[src/rtl/zion_rr_arb_pkg.sv]
// Shared types and helpers for the round-robin register arbiter.
// Imported by the arbiter RTL and its testbench.
package zion_rr_arb_pkg;

    typedef enum logic {
        EMPTY = 1'b0,
        FULL  = 1'b1
    } hold_state_e;

    // Fixed-width container for one {id, data} beat; narrower instances use the low bits.
    localparam int unsigned BEAT_ID_MAX  = 8;
    localparam int unsigned BEAT_DAT_MAX = 64;

    typedef struct packed {
        logic [BEAT_ID_MAX-1:0]  id;
        logic [BEAT_DAT_MAX-1:0] dat;
    } beat_t;

    function automatic int unsigned id_width(input int unsigned n);
        return (n < 2) ? 1 : $clog2(n);
    endfunction

endpackage

[src/rtl/zion_dff_en_rst.sv]
// Enable flop with synchronous active-low reset to a parameterised value.
// Building block for the arbiter holding register and pointer.
module zion_dff_en_rst #(
    parameter int unsigned    W       = 1,
    parameter logic [W-1:0]   RST_VAL = '0
) (
    input  logic         clk,
    input  logic         rst,
    input  logic         en,
    input  logic [W-1:0] d,
    output logic [W-1:0] q
);

    always_ff @(posedge clk) begin
        if (!rst) begin
            q <= RST_VAL;
        end else if (en) begin
            q <= d;
        end
    end

endmodule

[src/rtl/zion_rr_pick.sv]
// Combinational round-robin picker: first requester at or after ptr, with wrap.
// Produces a one-hot grant (or zero) plus the binary index of the winner.
module zion_rr_pick
    import zion_rr_arb_pkg::*;
#(
    parameter  int unsigned NUM_REQ = 4,
    localparam int unsigned ID_W    = id_width(NUM_REQ)
) (
    input  logic [NUM_REQ-1:0] req,
    input  logic [ID_W-1:0]    ptr,
    output logic [NUM_REQ-1:0] grant,
    output logic [ID_W-1:0]    idx
);

    logic        found;
    int unsigned pos;

    always_comb begin
        grant = '0;
        idx   = '0;
        found = 1'b0;
        pos   = 0;
        for (int unsigned k = 0; k < NUM_REQ; k++) begin
            pos = (32'(ptr) + k) % NUM_REQ;
            if (!found && req[pos]) begin
                found      = 1'b1;
                grant[pos] = 1'b1;
                idx        = ID_W'(pos);
            end
        end
    end

endmodule

[src/rtl/zion_rr_reg_arbiter.sv]
// Round-robin arbiter feeding a single valid/ready holding register.
// The winner's data and index are registered; a new beat may replace a draining one each cycle.
module zion_rr_reg_arbiter
    import zion_rr_arb_pkg::*;
#(
    parameter  int unsigned      NUM_REQ  = 4,
    parameter  int unsigned      WIDTH    = 32,
    parameter  logic [WIDTH-1:0] INI_DATA = '0,
    localparam int unsigned      ID_W     = id_width(NUM_REQ)
) (
    input  logic                     clk,
    input  logic                     rst,
    input  logic [NUM_REQ-1:0]       iVld,
    input  logic [NUM_REQ*WIDTH-1:0] iDat,
    output logic [NUM_REQ-1:0]       oRdy,
    output logic                     oVld,
    output logic [WIDTH-1:0]         oDat,
    output logic [ID_W-1:0]          oId,
    input  logic                     iRdy
);

    if (NUM_REQ < 2 || WIDTH < 1) begin : g_bad_param
`ifdef CHECK_ERR_EXIT
        $fatal(1, "zion_rr_reg_arbiter: NUM_REQ must be >= 2 and WIDTH >= 1");
`else
        $error("zion_rr_reg_arbiter: NUM_REQ must be >= 2 and WIDTH >= 1");
`endif
    end

    logic [NUM_REQ-1:0]    grant;
    logic [ID_W-1:0]       win_idx;
    logic [WIDTH-1:0]      win_dat;
    logic [ID_W-1:0]       ptr;
    logic [ID_W-1:0]       ptr_nxt;
    logic                  load;
    logic                  take;
    logic [0:0]            state_q;
    hold_state_e           state;
    hold_state_e           state_nxt;
    logic [ID_W+WIDTH-1:0] hold_q;

    zion_rr_pick #(
        .NUM_REQ (NUM_REQ)
    ) u_pick (
        .req   (iVld),
        .ptr   (ptr),
        .grant (grant),
        .idx   (win_idx)
    );

    // Grants are suppressed while reset is asserted so no requester sees an accept that reset discards.
    always_comb begin
        load    = (state == EMPTY) || iRdy;
        oRdy    = grant & {NUM_REQ{load & rst}};
        take    = |oRdy;
        win_dat = iDat[win_idx*WIDTH +: WIDTH];
        ptr_nxt = (win_idx == ID_W'(NUM_REQ - 1)) ? '0 : win_idx + ID_W'(1);
    end

    zion_dff_en_rst #(
        .W       (ID_W + WIDTH),
        .RST_VAL ({{ID_W{1'b0}}, INI_DATA})
    ) u_hold_dat (
        .clk (clk),
        .rst (rst),
        .en  (take),
        .d   ({win_idx, win_dat}),
        .q   (hold_q)
    );

    zion_dff_en_rst #(
        .W       (ID_W),
        .RST_VAL ('0)
    ) u_ptr (
        .clk (clk),
        .rst (rst),
        .en  (take),
        .d   (ptr_nxt),
        .q   (ptr)
    );

    // Holding-stage state register: the valid flop, enabled whenever the stage can load.
    zion_dff_en_rst #(
        .W       (1),
        .RST_VAL (1'b0)
    ) u_hold_vld (
        .clk (clk),
        .rst (rst),
        .en  (load),
        .d   (state_nxt),
        .q   (state_q)
    );

    always_comb begin
        state     = hold_state_e'(state_q);
        state_nxt = state;
        if (load) begin
            state_nxt = take ? FULL : EMPTY;
        end
    end

    always_comb begin
        oVld        = (state == FULL);
        {oId, oDat} = hold_q;
    end

endmodule

[config.mk]
export PLATFORM = sky130hd
export DESIGN_NAME = zion_rr_reg_arbiter
export DESIGN_NICKNAME = d
export VERILOG_FILES = /design/src/rtl/zion_rr_arb_pkg.sv /design/src/rtl/zion_dff_en_rst.sv /design/src/rtl/zion_rr_pick.sv /design/src/rtl/zion_rr_reg_arbiter.sv
export SDC_FILE = /design/constraint.sdc
export NUM_CORES = 1
export LEC_CHECK = 0
export ABC_AREA = 1
export ABC_CLOCK_PERIOD_IN_PS = 3500
export BUFFER_PORTS_ARGS = -buffer_cell sky130_fd_sc_hd__buf_2
export CAP_MARGIN = 30
export CORE_MARGIN = 1
export CORE_UTILIZATION = 48
export CTS_CLUSTER_DIAMETER = 30
export DETAILED_ROUTE_END_ITERATION = 8
export PLACE_DENSITY = 0.79
export SLEW_MARGIN = 0
export SYNTH_ARGS = -nofsm -noshare
export SYNTH_HDL_FRONTEND = slang
export SYNTH_SLANG_ARGS = --single-unit
[constraint.sdc]
create_clock -name clk -period 3.5 [get_ports clk]
set_clock_uncertainty 0.1 [all_clocks]
set_input_delay 0 -clock clk [delete_from_list [all_inputs] [get_ports clk]]
set_output_delay 0 -clock clk [all_outputs]
set_load 0.1 [all_outputs]
# --- After elaboration in Yosys (flattened, before gate mapping) ---
# Index checks and enable logic that the tools add are counted.
classes:
  eq_ne: 1
  mul: 0
  shifts: 1
  n_lt_le_gt_ge: 8
  div: 0
  add_sub_neg: 4
  n_reduce_logical: 12
  bitwise_logic: 6
  n_mux: 29
ops:
  columns: ["cell", "n"]
  rows:
  - ["128-bit by 8-bit variable part select with 32-bit output", 1]
  - ["4-bit two-way mux", 4]
  - ["2-bit by 3-bit less-than comparator with 1-bit output, second input constant", 4]
  - ["1-bit two-way mux", 12]
  - ["4-bit OR", 3]
  - ["2-bit two-way mux", 5]
  - ["1-bit binary-select mux with 2-bit select", 4]
  - ["1-bit demux with 2-bit select", 4]
  - ["2-bit by 1-bit >= comparator with 1-bit output, second input constant", 4]
  - ["1-bit logical AND", 7]
  - ["2-bit by 1-bit adder with 2-bit output, second input constant", 2]
  - ["2-bit adder, second input constant", 2]
  - ["4-bit AND", 1]
  - ["4-bit OR reduction", 1]
  - ["1-bit logical NOT", 3]
  - ["2-bit == test, second input constant", 1]
  - ["1-bit AND", 1]
  - ["1-bit logical OR", 1]
  - ["1-bit inverter", 1]
word_totals:
  memories: 0
  latchBits: 0
  wordCells: 64
  rom_bits: 0
  input_bits: 135
  ram_bits: 0
  register_bits: 37

# --- Longest topological paths before layout ---
# Gate-level depths: netlist of run 1.
logic_depth:
  ltp_word: 15
  depth_mapped: 17
  ltp_nobuf: 15

# --- Hierarchy ---
# Synthesis of run 1 repeated with hierarchy kept, for this count alone.
unflattened:
  hier_cells: 537
  hier_area_um2: 2984.1
modules_own_cells:
  columns: ["module", "seq_area_each_um2", "area_per_inst_um2", "cells_per_inst", "instances"]
  rows:
  - ["zion_dff_en_rst at u_hold_dat", 680.7, 1403.8, 216, 1]
  - ["zion_rr_reg_arbiter", 0.0, 1022.2, 230, 1]
  - ["zion_rr_pick", 0.0, 439.2, 73, 1]
  - ["zion_dff_en_rst at u_ptr", 40.0, 77.6, 12, 1]
  - ["zion_dff_en_rst at u_hold_vld", 20.0, 41.3, 6, 1]

# --- Worst setup path after synthesis of run 1 ---
# Ideal clock, no wire load.
synth_path:
  kind: "register -> register"
  startpoint: "register u_ptr.q[0]"
  endpoint: "register u_ptr.q[1]"
  path_stages_with_launch: 15
  setup_ns: 0.113
  required_ns: 3.287
  path_slack_ns: 1.029
  t_arrival_ns: 2.258
  cell_sequence: "dfxtp_1 -> inv_2 -> ha_1 -> inv_1 -> nand2_1 -> nand2_2 -> nor2_8 -> nand2_4 -> nor2_4 -> nor2_1 -> nor2_4 -> buf_2 -> ha_1 -> nor2_1 -> nor2_1"
synth_between:
  elab_chain_len: 14
synth_lines:
  columns: ["item", "line_no", "source"]
  rows:
  - ["from (decl)", "zion_dff_en_rst.sv:11", "output logic [W-1:0] q"]
  - ["from (signal assigned)", "zion_dff_en_rst.sv:16", "q <= RST_VAL;"]
  - ["from (signal assigned)", "zion_dff_en_rst.sv:18", "q <= d;"]
  - ["parallel branches: the longest is 11 deep, another holds 2-bit by 1-bit adder with 2-bit output", null, null]
  - ["2-bit two-way mux *", "zion_rr_pick.sv:25", "if (!found && req[pos]) begin"]
  - ["net u_hold_dat.d[33]", "zion_dff_en_rst.sv:10", "input logic [W-1:0] d,"]
  - ["2-bit by 1-bit adder with 2-bit output / 2-bit == test (equally long branches)", "zion_rr_reg_arbiter.sv:57", "ptr_nxt = (win_idx == ID_W'(NUM_REQ - 1)) ? '0 : win_idx + ID_W'(1);"]
  - ["2-bit two-way mux *", "zion_rr_reg_arbiter.sv:57", null]
  - ["net ptr_nxt[1]", "zion_rr_reg_arbiter.sv:34", "logic [ID_W-1:0] ptr_nxt;"]
# Mark *: on every way through the listed nets, which the timed path passes. The select of a mux whose other input is x is not followed.
# A chain may end at the register's enable or synchronous reset.

# --- Worst setup path in the final report of run 1 ---
layout_path:
  startpoint: "register u_ptr.q[0]"
  endpoint: "register u_hold_dat.q[10]"
layout_between:
  elab_chain_len: 14
layout_lines:
  columns: ["item", "line_no"]
  rows:
  - ["parallel branches: the longest is 14 deep, another holds 2-bit by 1-bit adder with 2-bit output", null]
  - ["to (signal assigned)", "zion_dff_en_rst.sv:16"]
  - ["to (signal assigned)", "zion_dff_en_rst.sv:18"]
  - ["to (decl)", "zion_dff_en_rst.sv:11"]
# Parallel ways; which one is timed is not known. The select of a mux whose other input is x is not followed.

==> flow_metrics.py, run 1 <==
metrics = {
    "synthesis": {
        "synth_area_leader_cell": "dfxtp_1",
        "netlist_area_um2": 3640,
        "synth_top_area_share_pct": 20.4,
        "synthDistinctLibCells": 25,
        "synth_cells": 640,
        "synth.top_cells.by_area": "dfxtp_1, nand2_1, nand3b_1",
        "avgSynthCellArea_um2": 5.69,
        "syn_nets": 783,
        "synth_edf_count": 0,
        "yosysMostFrequentCell": "nand2_1",
        "ys_async_sr_fraction_pct": 0,
        "synth-main-ff-cell": "dfxtp_1",
        "yosys_register_bits": 37,
        "yosys-top-cells-count": "nand2_1, inv_1, nand3_1, nor2_1, nand3b_1",
        "ys_seq_area_share_pct": 20.4,
        "ys_warn_count": 0,
    },
    "clock_tree": {
        "clkLatencyLatePin_ns": 0.28,
        "clock_sinks": 37,
        "htreeDepth": 2,
        "cts_root_buffer": "clkbuf_8",
        "path_clk_slew_ns": 0.08,
        "cts.path.max_buffers": 2,
        "cts_tree": "built",
        "post-cts-setup-buffers": 0,
        "cts_buffers": 5,
    },
    "worst_setup_path": {
        "cp_data_required_time_ns": 3.58,
        "arrival_ns": 3.15,
        "reg2reg_slack_ns": 0.43,
        "criticalPathCategory": "reg2reg",
        "crit_chain": "inv_2 -> ha_1 -> inv_1 -> nand2_1 -> nand2_2 -> nor2_8 -> nand2_4 -> nor2_4 -> nand2_2 -> nand2_2 -> buf_12 -> nand2_1 -> nand3_1 -> nand2_1 -> nor2_1 -> nor2_1",
        "endpoint_kind": "flip-flop",
        "worstPathBufferInverterCount": 3,
        "cp-start-kind": "flip-flop",
        "max_stage_delay_ns": 0.53,
        "cp_max_fo": 40,
        "slowest_stage": "dfxtp_1",
        "timing.rr.start": "u_ptr.q[0]",
        "critical-path-top-delay-family": "simple AND/OR/NAND/NOR gates",
        "startpoint": "u_ptr.q[0]",
    },
    "floorplanning": {
        "num_io_pins": 174,
        "die_area_um2": 7940,
        "die_w_um": 89.1,
        "placementRows": 31,
        "start_util_pct": 49.9,
        "die_y_um": 89.1,
        "core_um2": 7290,
    },
    "global_route": {
        "antenna_found_initial": 0,
        "grt_pass1_wl_um": 15800,
        "grt_max_degree": 65,
        "grt_pass1_vias": 3795,
        "gr-total-overflow": 0,
        "grt_usage_pct": 24.8,
    },
    "drt": {
        "drt-vias-per-instance": 4.85,
        "num_vias": 4318,
        "first_iter_violations": 207,
        "drc": 0,
        "ant_nets": 0,
        "wl_per_cell_um": 11.4,
        "first_pass_iters": 5,
        "wl_um": 10100,
    },
    "timing": {
        "holdWs_ns": 0.0267,
        "final-setup-viol-count": 0,
        "fmax_mhz": 326,
        "slew_headroom_pct": 51.3,
        "hold_viol": 0,
        "finalCriticalPeriod_ns": 3.07,
        "rsz0062_at_grt": "no",
        "fin_setup_tns_ns": 0,
        "min_period_over_period_pct": 87.6,
        "drv_slew": 0,
        "worst_slew_pin_slew_ns": 0.730,
    },
    "final_layout": {
        "drive_gt1_share_pct": 25.9,
        "syn2layout_area_growth_pct": 25.7,
        "finalNetCount": 933,
        "insertedDiodeCount": 0,
        "final_area_um2": 4580,
    },
    "placed_design": {
        "dpl_cell_area_um2": 4450,
        "gp_congestion": 0.906,
        "hpwl_um": 7310,
        "portBuffers": 173,
    },
    "min_path": {
        "worstHoldStart": "iDat[111]",
        "min_path_type": "in2reg",
    },
    "outcome": {
        "outcome": "completed",
    },
    "flow_run": {
        "drv_cap": 0,
    },
}
-- sequential cells by signal, indices dropped and copies added, names as in the netlist --
name and flops:
u_hold_dat.q 34, u_ptr.q 2, u_hold_vld.q 1
-- worst reg2reg max path, stage by stage (launching register included) --
cell and delay [ns]:
dfxtp_1 0.53, inv_2 0.18, ha_1 0.39, inv_1 0.09
nand2_1 0.09, nand2_2 0.08, nor2_8 0.17, nand2_4 0.09
nor2_4 0.12, nand2_2 0.07, nand2_2 0.41, buf_12 0.28
nand2_1 0.08, nand3_1 0.08, nand2_1 0.06, nor2_1 0.09
nor2_1 0.05
-- path summary, 6_finish.rpt --
check | end | depth (start not counted)
worst min-delay path | u_hold_dat.q[15] | 7
worst max register to register | u_hold_dat.q[10] | 16
worst min register to register | u_hold_vld.q | 2
worst max-delay path | u_hold_dat.q[10] | 16
-- metrics by stage --
step / instances / setup slack, ns / util (%)
after floorplan: 640 / 1.03 / -
after global placement: 881 / 0.640 / 61.0
after detailed placement: 881 / 0.461 / 61.0
after CTS: 890 / 0.448 / 62.8
after global routing: 890 / 0.181 / 62.8
final: 890 / 0.433 / 62.8
-- what timing repair did --
item | 4_1_cts | 5_1_grt
hold buffers | 1 | 0
hold endpoints to repair | 1 | 0
resized for setup | 0 | 0
-- per-layer routing --
metal | vias up | GRT usage (%) | part of all wire [%]
li1 | 2235 | - | -
met1 | 1881 | 27.6 | 44
met2 | 181 | 47.9 | 48
met3 | 21 | 3.60 | 6.7
met4 | 0 | 8.37 | 2.0
met5 | - | 0 | 0
-- cell usage in the layout, fill, tap and decap left out, drive strengths merged, types with 5 or more instances in the layout --
master / n
dfxtp: 37
clkbuf: 7
inv: 115
buf: 180
nand3: 77
a21oi: 5
nor2: 82
nand3b: 64
ha: 8
nand2: 203
-- kinds of logic (layout without fill, tap and decap cells) --
kind of cell | count (synthesis) | after routing | share of synthesized area [%]
AO/OA/AOI/OAI | 12 | 12 | 2.17
adder cells (fa/ha/maj) | 8 | 8 | 2.75
buffers and inverters | 153 | 304 | 18.6
flip-flops | 37 | 37 | 20.4
AND/OR/NAND/NOR | 430 | 430 | 56.1
-- final cells by class --
type | instances | area (um2)
fill | 715 | 2720
multi-input combinational | 450 | 2220
timing repair buffer | 181 | 941
sequential | 37 | 741
inverter | 115 | 432
tap | 99 | 124
clock buffer | 7 | 86.3
clock inverter | 1 | 30.0
Power of run 1 is left out: the tool's default activity adds up to more than one toggle a clock period on the data nets, which glitch-free logic cannot reach.
==> run 2: changes to the inputs <==
REMOVE_ABC_BUFFERS = 1   (was default)
==> flow_metrics.py, run 2 (synthesized netlist as in run 1, its figures left out) <==
metrics = {
    "worst_setup_path": {
        "cp_data_required_time_ns": 3.59,
        "r2r_cells": 16,
        "slowest_stage": "dfxtp_1",
        "criticalPathCategory": "reg2reg",
        "r2r-end": "u_hold_dat.q[10]",
        "arrival_ns": 3.04,
        "reg2reg_slack_ns": 0.55,
        "crit_chain": "inv_2 -> ha_1 -> inv_1 -> nand2_1 -> nand2_2 -> nor2_8 -> nand2_4 -> nor2_4 -> nand2_2 -> nand2_2 -> buf_4 -> nand2_1 -> nand3_1 -> nand2_1 -> nor2_1 -> nor2_1",
        "timing.rr.start": "u_ptr.q[0]",
        "endpoint_kind": "flip-flop",
        "cp-start-kind": "flip-flop",
        "max_stage_delay_ns": 0.53,
        "cp_max_fo": 19,
    },
    "floorplanning": {
        "die_area_um2": 7940,
        "num_io_pins": 174,
        "core_um2": 7290,
        "die_w_um": 89.1,
        "die_y_um": 89.1,
        "start_util_pct": 49.9,
        "placementRows": 31,
    },
    "clock_tree": {
        "cts_root_buffer": "clkbuf_8",
        "cts_buffers": 5,
        "cts_tree": "built",
        "path_clk_slew_ns": 0.07,
        "cts.path.max_buffers": 2,
        "clkLatencyLatePin_ns": 0.28,
        "htreeDepth": 2,
        "clock_sinks": 37,
    },
    "final_layout": {
        "syn2layout_area_growth_pct": 25.7,
        "finalNetCount": 935,
        "top_register": "u_hold_dat.q",
        "final_common_cell": "nand2_1",
        "largest_reg_flops": 34,
        "final_core_util_pct": 62.7,
        "reg_top3": "u_hold_dat.q x34, u_ptr.q x2, u_hold_vld.q x1",
        "insertedDiodeCount": 0,
        "drive_gt1_share_pct": 26.0,
        "layout_common_cells": "nand2_1, buf_2, inv_1",
        "final_area_um2": 4570,
    },
    "timing": {
        "slew_headroom_pct": 53.6,
        "setup_slack_ns": 0.546,
        "finalCriticalPeriod_ns": 2.95,
        "drv_slew": 0,
        "holdWs_ns": 0.0290,
        "hold_viol": 0,
        "worst_slew_pin_slew_ns": 0.695,
        "min_period_over_period_pct": 84.4,
        "rsz0062_at_grt": "no",
        "fmax_mhz": 338,
        "final-setup-viol-count": 0,
    },
    "min_path": {
        "worst_hold_path.num_cells": 7,
        "min_path_type": "in2reg",
        "hold_end": "u_hold_dat.q[2]",
        "worstHoldStart": "iDat[98]",
    },
    "global_route": {
        "antenna_found_initial": 0,
        "gr-total-overflow": 0,
        "grt_usage_pct": 25.2,
        "grt_pass1_vias": 3692,
        "grt_max_degree": 74,
        "grt_pass1_wl_um": 15900,
    },
    "drt": {
        "first_pass_iters": 4,
        "wl_per_cell_um": 11.1,
        "wl_um": 9850,
        "drt-vias-per-instance": 4.70,
        "first_iter_violations": 175,
        "drc": 0,
        "num_vias": 4188,
        "ant_nets": 0,
    },
    "placed_design": {
        "hpwl_um": 7330,
        "dpl_cell_area_um2": 4480,
        "gp_congestion": 0.869,
        "pre_cts_ws_ns": 0.556,
        "portBuffers": 173,
    },
    "flow_run": {
        "drv_cap": 0,
    },
    "outcome": {
        "outcome": "completed",
    },
}
[run 2: cell count changes in the layout (fill, tap and decap cells not counted)]
cell       change
bufinv_16      -1
buf_4          +1
buf_12         +1
[run 2: layout make-up]
class | count | area (um2)
Inverter | 115 | 432
Fill cell | 758 | 2720
Timing Repair Buffer | 183 | 968
Clock buffer | 7 | 86.3
Multi-Input combinational cell | 450 | 2220
Tap cell | 99 | 124
Sequential cell | 37 | 741
[run 2: what timing repair did]
action / 4_1_cts / 5_1_grt
buffers inserted: 0 / 0
resized for setup: 0 / 0
endpoints found under the hold margin: 1 / 0
hold buffers: 1 / 0
[run 2: worst max path at each step]
stage                     slack, ns  startpoint                to
final                          0.55  u_ptr.q[0]  u_hold_dat.q[10]
after floorplan               -0.63  u_ptr.q[0]        u_ptr.q[1]
after global placement         0.67  u_ptr.q[0]  u_hold_dat.q[22]
after CTS                      0.54  u_ptr.q[0]  u_hold_dat.q[10]
after global routing           0.13  u_ptr.q[0]   u_hold_dat.q[7]
after detailed placement       0.56  u_ptr.q[0]  u_hold_dat.q[10]
[run 2: metrics by stage]
step,TNS [ns],std cells
floorplan,-15.26,602
global placement,0,883
detailed placement,0,883
CTS,0,891
global route,0,891
finish,0,891
[run 2: layer usage]
metal	track usage, %	up-vias	share of wire (%)
met1	29.8	1810	44
met2	46.6	134	49
met5	0	-	0
met3	4.52	9	6.2
met4	6.78	0	0.97
li1	-	2235	-
[run 2: worst max-delay path, delay by kind of cell (launching register included)]
kind,cells,cell delay (ns)
and+or+nand+nor,12,1.24
buffers and inverters,3,0.58
adders and majority gates,1,0.39
DFF,1,0.53
Power of run 2 is left out for the same reason.
==> run 3: changes to the inputs <==
ABC_CLOCK_PERIOD_IN_PS = 2950   (was 3500)
clock period = 2.95 ns   (was 3.5 ns; I/O delays follow)
==> flow_metrics.py, run 3 (synthesized netlist as in run 1, its figures left out) <==
metrics = {
    "outcome": {
        "outcome": "completed",
    },
    "global_route": {
        "gr-total-overflow": 0,
        "grt_pass1_vias": 3707,
        "grt_max_degree": 74,
        "grt_usage_pct": 25.4,
        "antenna_found_initial": 1,
        "grt_pass1_wl_um": 15900,
    },
    "final_layout": {
        "layout_common_cells": "nand2_1, buf_2, inv_1",
        "drive_gt1_share_pct": 27.0,
        "top_register": "u_hold_dat.q",
        "finalNetCount": 943,
        "final_core_util_pct": 64.4,
        "syn2layout_area_growth_pct": 28.9,
        "reg_top3": "u_hold_dat.q x34, u_ptr.q x2, u_hold_vld.q x1",
        "fillers": 730,
        "final_area_um2": 4690,
        "final_common_cell": "nand2_1",
        "largest_reg_flops": 34,
    },
    "worst_setup_path": {
        "crit_chain": "inv_2 -> ha_1 -> inv_1 -> nand3_1 -> nand2_1 -> nor2_2 -> a21oi_1 -> nand3_1 -> nand2_1 -> nand2_1 -> nor2_4 -> buf_12 -> a21oi_1 -> dlygate4sd3_1",
        "cp-start-kind": "flip-flop",
        "endpoint_kind": "flip-flop",
        "worstPathBufferInverterCount": 4,
        "cp_data_required_time_ns": 3.03,
        "criticalPathCategory": "reg2reg",
        "critical-path-top-delay-family": "buffers and inverters",
        "cp_max_fo": 19,
        "arrival_ns": 2.82,
        "max_stage_delay_ns": 0.55,
        "slowest_stage": "dlygate4sd3_1",
        "crit_path_frequent_cell": "nand2_1",
    },
    "min_path": {
        "min_path_type": "in2reg",
    },
    "floorplanning": {
        "die_w_um": 89.1,
        "core_um2": 7290,
        "placementRows": 31,
        "num_io_pins": 174,
        "die_y_um": 89.1,
        "start_util_pct": 49.9,
        "die_area_um2": 7940,
    },
    "flow_run": {
        "drv_cap": 0,
    },
    "clock_tree": {
        "cts.path.max_buffers": 2,
        "cts_buffers": 5,
        "cts_root_buffer": "clkbuf_8",
        "clock_sinks": 37,
        "path_clk_slew_ns": 0.09,
        "cts_tree": "built",
        "clkLatencyLatePin_ns": 0.28,
        "htreeDepth": 2,
    },
    "timing": {
        "worst_slew_pin_slew_ns": 0.524,
        "drv_slew": 0,
        "finalCriticalPeriod_ns": 2.75,
        "rsz0062_at_grt": "no",
        "hold_viol": 0,
        "min_period_over_period_pct": 93.1,
        "fmax_mhz": 364,
        "slew_headroom_pct": 65.3,
        "final-setup-viol-count": 0,
        "setup_slack_ns": 0.203,
        "holdWs_ns": 0.0134,
    },
    "placed_design": {
        "dpl_cell_area_um2": 4520,
        "portBuffers": 173,
        "pre_cts_ws_ns": 0.418,
        "gp_congestion": 0.918,
        "hpwl_um": 7520,
    },
    "drt": {
        "route.met3.wl_um": 638,
        "drc": 0,
        "first_pass_iters": 5,
        "first_iter_violations": 175,
        "wl_met2_um": 4960,
        "ant_nets": 0,
        "drt-vias-per-instance": 4.73,
        "top_layer": "met4",
        "wl_um": 10500,
        "num_vias": 4264,
        "wl_per_cell_um": 11.6,
        "wl_met1_um": 4610,
    },
}
[run 3: tightest hold or removal path: stages]
cell and delay, ns:
buf_2 0.07, inv_1 0.03, nand2_1 0.05, nand3_1 0.06
nand2_1 0.06, nor2_1 0.03, nor2_1 0.08
[run 3: repair_timing]
| item | CTS | global route |
|---|---|---|
| endpoints found under the setup margin | 0 | 1 |
| hold endpoints to repair | 1 | 0 |
| resized for setup | 0 | 1 |
| hold buffers | 2 | 0 |
| setup buffers | 0 | 1 |
[run 3: metrics by stage]
step           setup TNS (ns)  cells
6_report                    0    901
2_1_floorplan          -34.51    602
5_1_grt                     0    901
4_1_cts                     0    897
3_5_place_dp                0    887
3_3_place_gp                0    887
[run 3: area by class of cell]
cell class	instances	area [um2]	share of cell area, %
clock inverters	3	22.5	0.480
diodes	1	2.50	0.0533
repair buffers	191	1080	23.0
clock buffers	5	68.8	1.47
inverters	115	432	9.20
multi-input cells	450	2220	47.4
flip-flops and latches	37	742	15.8
well taps	99	124	2.64
[run 3: path summary, 6_finish.rpt]
path / cells past startpoint / from / end / slack, ns
max: 14 / u_ptr.q[0] / u_hold_vld.q / 0.20
min: 7 / iDat[104] / u_hold_dat.q[8] / 0.01
max reg2reg: 14 / u_ptr.q[0] / u_hold_vld.q / 0.20
min reg2reg: 4 / u_hold_dat.q[32] / u_hold_dat.q[32] / 0.41
[run 3: metal layers]
metal	vias up	track usage (%)
met3	20	5.45
met5	-	0
met4	0	9.81
met1	1843	28.4
met2	147	47.0
li1	2254	-
Power of run 3 is left out for the same reason.
